File: config.mk
export PLATFORM = sky130hd
export DESIGN_NAME = ex_mem_skid_reg
export DESIGN_NICKNAME = d
export VERILOG_FILES = /design/src/rtl/ex_mem_skid_reg.sv
export SDC_FILE = /design/constraint.sdc
export NUM_CORES = 1
export LEC_CHECK = 0
export BUFFER_PORTS_ARGS = -buffer_cell sky130_fd_sc_hd__buf_2
export CAP_MARGIN = 5
export CORE_ASPECT_RATIO = 2
export CORE_UTILIZATION = 57
export DETAILED_ROUTE_END_ITERATION = 10
export PLACE_DENSITY = 0.92
export SLEW_MARGIN = 30
export SYNTH_ARGS = -nofsm -noshare
export SYNTH_HDL_FRONTEND = slang
export SYNTH_SLANG_ARGS = --single-unit
File: constraint.sdc
create_clock -name clk -period 4.3 [get_ports clk]
set_clock_uncertainty 0.05 [all_clocks]
set_input_delay 0.86 -clock clk [delete_from_list [all_inputs] [get_ports clk]]
set_output_delay 0.86 -clock clk [all_outputs]
set_load 0.01 [all_outputs]
File: src/rtl/ex_mem_skid_reg.sv
// ex_mem_skid_reg
//   EX->MEM pipeline register with a two-entry skid buffer.
//   - Captures the Execute results: ALU result, zero flag, store data, branch target,
//     destination register and MEM/WB control bits.
//   - Presents them to the Memory stage.
//   - Resolves the branch (pcsrc) from the registered head entry.
//   - in_ready comes straight from a flop, so no combinational path runs from
//     out_ready back into Execute.
//
// Handshake: a transfer happens on a rising edge where valid and ready are both high.
//   - Once out_valid is high, it and the out_* payload stay stable until out_ready is seen.
//   - in_valid may be raised at any time. The input is only taken when in_ready is high.
//
// Ports
//   clk, rst_n           clock, asynchronous active-low reset
//   in_valid / in_ready  Execute-side handshake (in_ready registered)
//   in_alu_result, in_zero, in_store_data, in_br_target, in_wreg, in_ctrl
//                        Execute payload; in_ctrl = {reg_write, mem_to_reg, mem_read,
//                        mem_write, branch}
//   flush                drop every held entry and any same-cycle input
//   out_valid / out_ready  Memory-side handshake
//   out_*                head entry payload, same order as the inputs
//   pcsrc                out_valid & branch & zero of the head entry
module ex_mem_skid_reg #(
  parameter int DATA_W     = 32,
  parameter int REG_ADDR_W = 5
) (
  input  logic                  clk,
  input  logic                  rst_n,
  input  logic                  in_valid,
  output logic                  in_ready,
  input  logic [DATA_W-1:0]     in_alu_result,
  input  logic                  in_zero,
  input  logic [DATA_W-1:0]     in_store_data,
  input  logic [DATA_W-1:0]     in_br_target,
  input  logic [REG_ADDR_W-1:0] in_wreg,
  input  logic [4:0]            in_ctrl,
  input  logic                  flush,
  output logic                  out_valid,
  input  logic                  out_ready,
  output logic [DATA_W-1:0]     out_alu_result,
  output logic                  out_zero,
  output logic [DATA_W-1:0]     out_store_data,
  output logic [DATA_W-1:0]     out_br_target,
  output logic [REG_ADDR_W-1:0] out_wreg,
  output logic [4:0]            out_ctrl,
  output logic                  pcsrc
);

  localparam int PW = 3 * DATA_W + REG_ADDR_W + 6;

  // EMPTY: H,S invalid.  ONE: H valid.  FULL: H and S valid.
  typedef enum logic [1:0] {
    ST_EMPTY = 2'd0,
    ST_ONE   = 2'd1,
    ST_FULL  = 2'd2
  } state_t;

  state_t        state_q, state_d;
  logic          in_ready_q, in_ready_d;
  logic [PW-1:0] h_q, h_d;
  logic [PW-1:0] s_q, s_d;
  logic [PW-1:0] in_pl;
  logic          accept;
  logic          pop;
  logic          load_h_in;
  logic          load_h_s;
  logic          load_s_in;

  assign in_pl  = {in_alu_result, in_zero, in_store_data, in_br_target, in_wreg, in_ctrl};
  assign accept = in_valid & in_ready_q;
  assign pop    = out_valid & out_ready;

  // State register
  always_ff @(posedge clk or negedge rst_n) begin
    if (!rst_n) begin
      state_q    <= ST_EMPTY;
      in_ready_q <= 1'b1;
    end else begin
      state_q    <= state_d;
      in_ready_q <= in_ready_d;
    end
  end

  // Next-state logic, including which payload register captures this cycle
  always_comb begin
    state_d   = state_q;
    load_h_in = 1'b0;
    load_h_s  = 1'b0;
    load_s_in = 1'b0;
    unique case (state_q)
      ST_EMPTY: begin
        if (accept) begin
          state_d   = ST_ONE;
          load_h_in = 1'b1;
        end
      end
      ST_ONE: begin
        if (accept && pop) begin
          load_h_in = 1'b1;
        end else if (pop) begin
          state_d = ST_EMPTY;
        end else if (accept) begin
          state_d   = ST_FULL;
          load_s_in = 1'b1;
        end
      end
      ST_FULL: begin
        // in_ready is low here, so accept cannot occur
        if (pop) begin
          state_d  = ST_ONE;
          load_h_s = 1'b1;
        end
      end
      default: state_d = ST_EMPTY;
    endcase
    // Flush wins over everything. The pop still completes on the Memory side,
    // and any input offered in the same cycle is dropped.
    if (flush) begin
      state_d   = ST_EMPTY;
      load_h_in = 1'b0;
      load_h_s  = 1'b0;
      load_s_in = 1'b0;
    end
    // Registered form of ~S.valid for the next cycle
    in_ready_d = (state_d != ST_FULL);
  end

  // Output logic
  always_comb begin
    out_valid = (state_q != ST_EMPTY);
    in_ready  = in_ready_q;
    {out_alu_result, out_zero, out_store_data, out_br_target, out_wreg, out_ctrl} = h_q;
    pcsrc     = out_valid & out_ctrl[0] & out_zero;
  end

  // Payload datapath: registers only change on a capture, never on pop or flush
  always_comb begin
    h_d = h_q;
    s_d = s_q;
    if (load_h_in) h_d = in_pl;
    if (load_h_s)  h_d = s_q;
    if (load_s_in) s_d = in_pl;
  end

  always_ff @(posedge clk or negedge rst_n) begin
    if (!rst_n) begin
      h_q <= '0;
      s_q <= '0;
    end else begin
      h_q <= h_d;
      s_q <= s_d;
    end
  end

endmodule

---- Yosys cells after proc, flatten, opt, wreduce, memory -nomap -nowiden ----
Cells that the tools add are included.
operators by class
  muxes and demuxes ....................... 20
  add/subtract/negate cells ............... 0
  $lt $le $gt $ge ......................... 0
  reduce and logical (&&, ||, !) cells .... 4
  equal/unequal tests ..................... 3
  shift-type cells ........................ 0
  div/mod/pow operators ................... 0
  multiply operators ...................... 0
  bitwise logic cells ..................... 4
operators with widths
  kind                  count
  $mux W107             2
  $mux W2               6
  $mux W1               10
  $pmux W2 S3           1
  $and A1 B1 Y1         4
  $reduce_bool A2 Y1    2
  $eq A2 B1 Y1 const B  1
  $eq A2 B2 Y1 const B  1
  $logic_not A2 Y1      1
  $ne A2 B2 Y1 const B  1
  $pmux W1 S2           1
  $logic_and A1 B1 Y1   1
word-level totals
  register bits ........................... 217
  memories kept ........................... 0
  memory bits (read-only) ................. 0
  latch bits .............................. 0
  bits in writable memories ............... 0
  input bits .............................. 112

---- Logic depth before layout (Yosys ltp) ----
  depth after elaboration ................. 8
  gate-level depth with buffers ........... 7
  depth with buffers taken out ............ 4

---- Worst setup path before layout ----
Ideal clock, no wire load.
  kind .................................... input to register
  start ................................... input port flush
  end ..................................... register h_q[40]
  arrival ................................. 1.813 ns
  stages on the path ...................... 7
  slack ................................... 2.311 ns
  cells stage by stage .................... nor2_1 > and3_1 > buf_2 > buf_6 > buf_6 > mux2i_1 > a21oi_1
between the ends
  longest elaborated chain between the ends .. 2
  elaborated cells on any way between the ends .. 4
ends and longest elaborated chain
  element                                                 RTL line  text
  start: declaration                                      38        input logic flush,
  $mux W1                                                 119       if (flush) begin
  $mux W107 / $reduce_bool A2 Y1 (equally long branches)  -
  end signal: assignment                                  148       h_q <= '0;
  end signal: assignment                                  151       h_q <= h_d;
  end: declaration                                        61        logic [PW-1:0] h_q, h_d;
Several ways; a longest one is shown, not always the timed one.
A chain may end at the register's enable or synchronous reset.

---- Final worst setup path ----
  start ................................... register state_q[1]
  end ..................................... output port pcsrc
between the ends
  longest elaborated chain between the ends .. 3
ends and longest elaborated chain
  element                      RTL line  text
  start: declaration           59        state_t state_q, state_d;
  start signal: assignment     80        state_q <= state_d;
  $reduce_bool A2 Y1           131       out_valid = (state_q != ST_EMPTY);
  $and A1 B1 Y1 (2 in series)  134       pcsrc = out_valid & out_ctrl[0] & out_zero;
  end: declaration             47        output logic pcsrc
Every way passes these cells.

==> key figures <==
Status
  – Outcome: complete, no violations

Clocking
  – Clk_lat worst skew: 0.48 ns
  – # hold bufs at CTS: 0
  – Total CTS buffers: 19
  – Postcts setup bufs: 0
  – Clock Tree Buf Depth: 3
  – Root Driver: clkbuf_16
  – Resized Gates After CTS: 0
  – Clk sinks: between 200 and 250
  – H-tree depth: 1
  – CTS tree: yes
  – Clock transition at path regs: 0.07 ns

Synth
  – Yosys cell types: 28
  – Largest area contributor in the netlist: dfrtp_1
  – Average size of a mapped cell: 12.72 um2
  – Synth top cells by count: 216 x dfrtp_1, 105 x nor2_1, 104 x a21oi_1, 104 x mux2i_1, 99 x mux2_2
  – Fraction of registers with async set/reset: 100.0%
  – Seq/Total Area, Yosys: 59.98%
  – Most common flop cell mapped by yosys: dfrtp_1
  – Yosys Warn Count: 0
  – Top-count cell post-synth: dfrtp_1
  – Cell Area, Synth: 0.009055 mm2
  – Post-Syn Nets: 824
  – Yosys top cell area share: between 50% and 60%
  – Register bit total from synthesis: 217
  – Synth top area cells: dfrtp_1 60%, mux2_2 12%, mux2i_1 11%
  – EDFF count, synth: 0
  – Mapped Cells: 712

Global routing
  – Via count of the first global-routing pass: 6,646
  – Grt ovf: 0
  – Largest net degree at the start of global routing: 100
  – Tot GR Track Use: 24.98%
  – First-pass GRT wire length: around 32,000 um
  – Initial antenna violation count: 4

Timing
  – Final Max Slew Viols: 0
  – Tmin final: 2.485 ns
  – Endpoints failing hold: 0
  – Worst slew pin tran: 0.8412 ns
  – Fin crit share: between 50% and 60%
  – Endpoints failing setup: 0
  – Setup repair after global routing missed its margin: no
  – WHS: roughly 0.38 ns
  – FMAX: 402.3 MHz
  – Slew margin rel.: a little over two fifths
  – Fin Setup TNS: 0 ns

Route
  – Vias/cell: 5.490
  – Pre-antenna DRT Iters: 4
  – Residual DRC: 0
  – Wl on met1: 7267 um
  – Starting DRC count in detailed routing: around 210
  – Detailed-route wire length per cell: about 18 um
  – Met2 wire length: 10,560 um
  – Total number of vias: 6,198
  – Met3 WL: 849 um
  – Top Layer Used: met5
  – WL final: 20,080 um
  – Final ANT Viol Nets: 0

Place
  – Routability Congestion: 0.8222
  – Post-DP Area: 0.01027 mm2
  – Post-DP HPWL: 13,600 um
  – Placed Instances: 1,093
  – I/O Buffers: about 220

Layout
  – Post-route cell area: around 0.011 mm2
  – Layout cells sized above 1: 39.44%
  – Layout Cells excl Fill: 1,129
  – Final Util: 70.95%
  – Final nets: approximately 1,000
  – Area delta synth->final: 20.46%

Power
  – Peak supply drop: 0.4106 mV
  – Pleak: 4.815 nW
  – Pwr per Cell Area: slightly above 500 mW/mm2

Worst setup path
  – Worst Reg-to-Reg Cells: 5
  – Setup crit end kind: output port
  – Critical path destination: pcsrc
  – R2R Setup Slk: 2.06 ns
  – CP max FO: 9
  – Critical Path Source Type: flop
  – CP Data Required Time: 3.39 ns
  – Setup crit start: state_q[1]$_DFF_PN0_
  – Crit path kind: flop to output port
  – Worst r2r src: in_ready$_DFF_PN1_
  – FF-to-FF End: s_q[7]$_DFFE_PN0P_
  – CP arrival: 1.58 ns

Floorplan
  – Initial core utilization: 58.89%
  – Die area: 0.01642 mm2
  – Die Y: 180.2 um
  – I/O pins: 222
  – Rows: 64
  – Width of the die: 91.13 um
  – Core area: 0.01537 mm2

Run
  – Max-cap violation count: 0

Worst hold path
  – Min-delay worst type: input pin to async pin
==> state kept, by name (all words and copies together), names as in the netlist <==
| register | cells |
|---|---|
| state_q | 2 |
| h_q | 107 |
| in_ready | 1 |
| s_q | 107 |
==> how the worst min path moves through the flow <==
stage / slack [ns] / end / from / cells after the start
after floorplan: 0.41 / s_q[100]$_DFFE_PN0P_ / s_q[100]$_DFFE_PN0P_ / 1
after global placement: 0.42 / s_q[99]$_DFFE_PN0P_ / s_q[99]$_DFFE_PN0P_ / 1
after detailed placement: 0.43 / s_q[99]$_DFFE_PN0P_ / s_q[99]$_DFFE_PN0P_ / 1
after CTS: 0.41 / h_q[9]$_DFFE_PN0P_ / rst_n / 1
after global routing: 0.43 / h_q[11]$_DFFE_PN0P_ / rst_n / 1
final: 0.38 / h_q[11]$_DFFE_PN0P_ / rst_n / 1
==> per-layer routing <==
layer | vias to the layer above | global-route usage [%]
met5 | - | 0
met1 | 3024 | 26.88
li1 | 2888 | -
met2 | 202 | 44.55
met3 | 82 | 3.629
met4 | 2 | 17.14
==> cells by family (layout without fill, tap and decap cells) <==
| kind of cell | count (synthesis) | in the layout | synth area share (%) |
|---|---|---|---|
| AOI/OAI and AO/OA | 115 | 115 | 6.522 |
| muxes | 211 | 211 | 24.80 |
| DFF | 217 | 217 | 59.98 |
| buffers and inverters | 50 | 266 | 3.330 |
| other | 0 | 3 | 0 |
| and+or+nand+nor | 119 | 119 | 5.361 |
==> worst max-delay path, stage by stage (launching register included) <==
cell and delay (ns):
dfrtp_1 0.47, or2_2 0.32, and3_1 0.17, buf_2 0.13
==> report_power, final <==
part / internal [mW] / total, mW / switching, mW
registers: 2.55 / 2.83 / 0.279
clock network: 0.985 / 1.70 / 0.718
logic: 0.533 / 1.06 / 0.531
==> through the flow <==
stage	worst slack (ns)	total power [mW]
2_1_floorplan	2.311	3.436
3_3_place_gp	1.525	3.837
3_5_place_dp	1.499	3.928
4_1_cts	1.801	5.646
5_1_grt	1.758	5.879
6_report	1.815	5.599
==> layout make-up <==
type                    instances  area [um2]
flip-flops and latches        217        5431
fillers                      1062        4467
multi-input cells             445        3356
repair buffers                230        1232
clock buffers                  24       524.3
well taps                     198       247.7
clock inverters                 9       97.59
inverters                       3       11.26
diodes                          3       7.507
==> layout by cell type (no fill, tap or decap), types with 4 or more instances in the layout <==
| cell | count |
|---|---|
| nor2_1 | 105 |
| dfrtp_1 | 216 |
| mux2_2 | 99 |
| clkbuf_8 | 4 |
| buf_4 | 5 |
| clkbuf_16 | 19 |
| buf_12 | 4 |
| o21ai_0 | 4 |
| buf_2 | 220 |
| clkinv_2 | 6 |
| a21oi_1 | 104 |
| mux2_1 | 8 |
| mux2i_1 | 104 |
(Power assumes the default switching activity.)
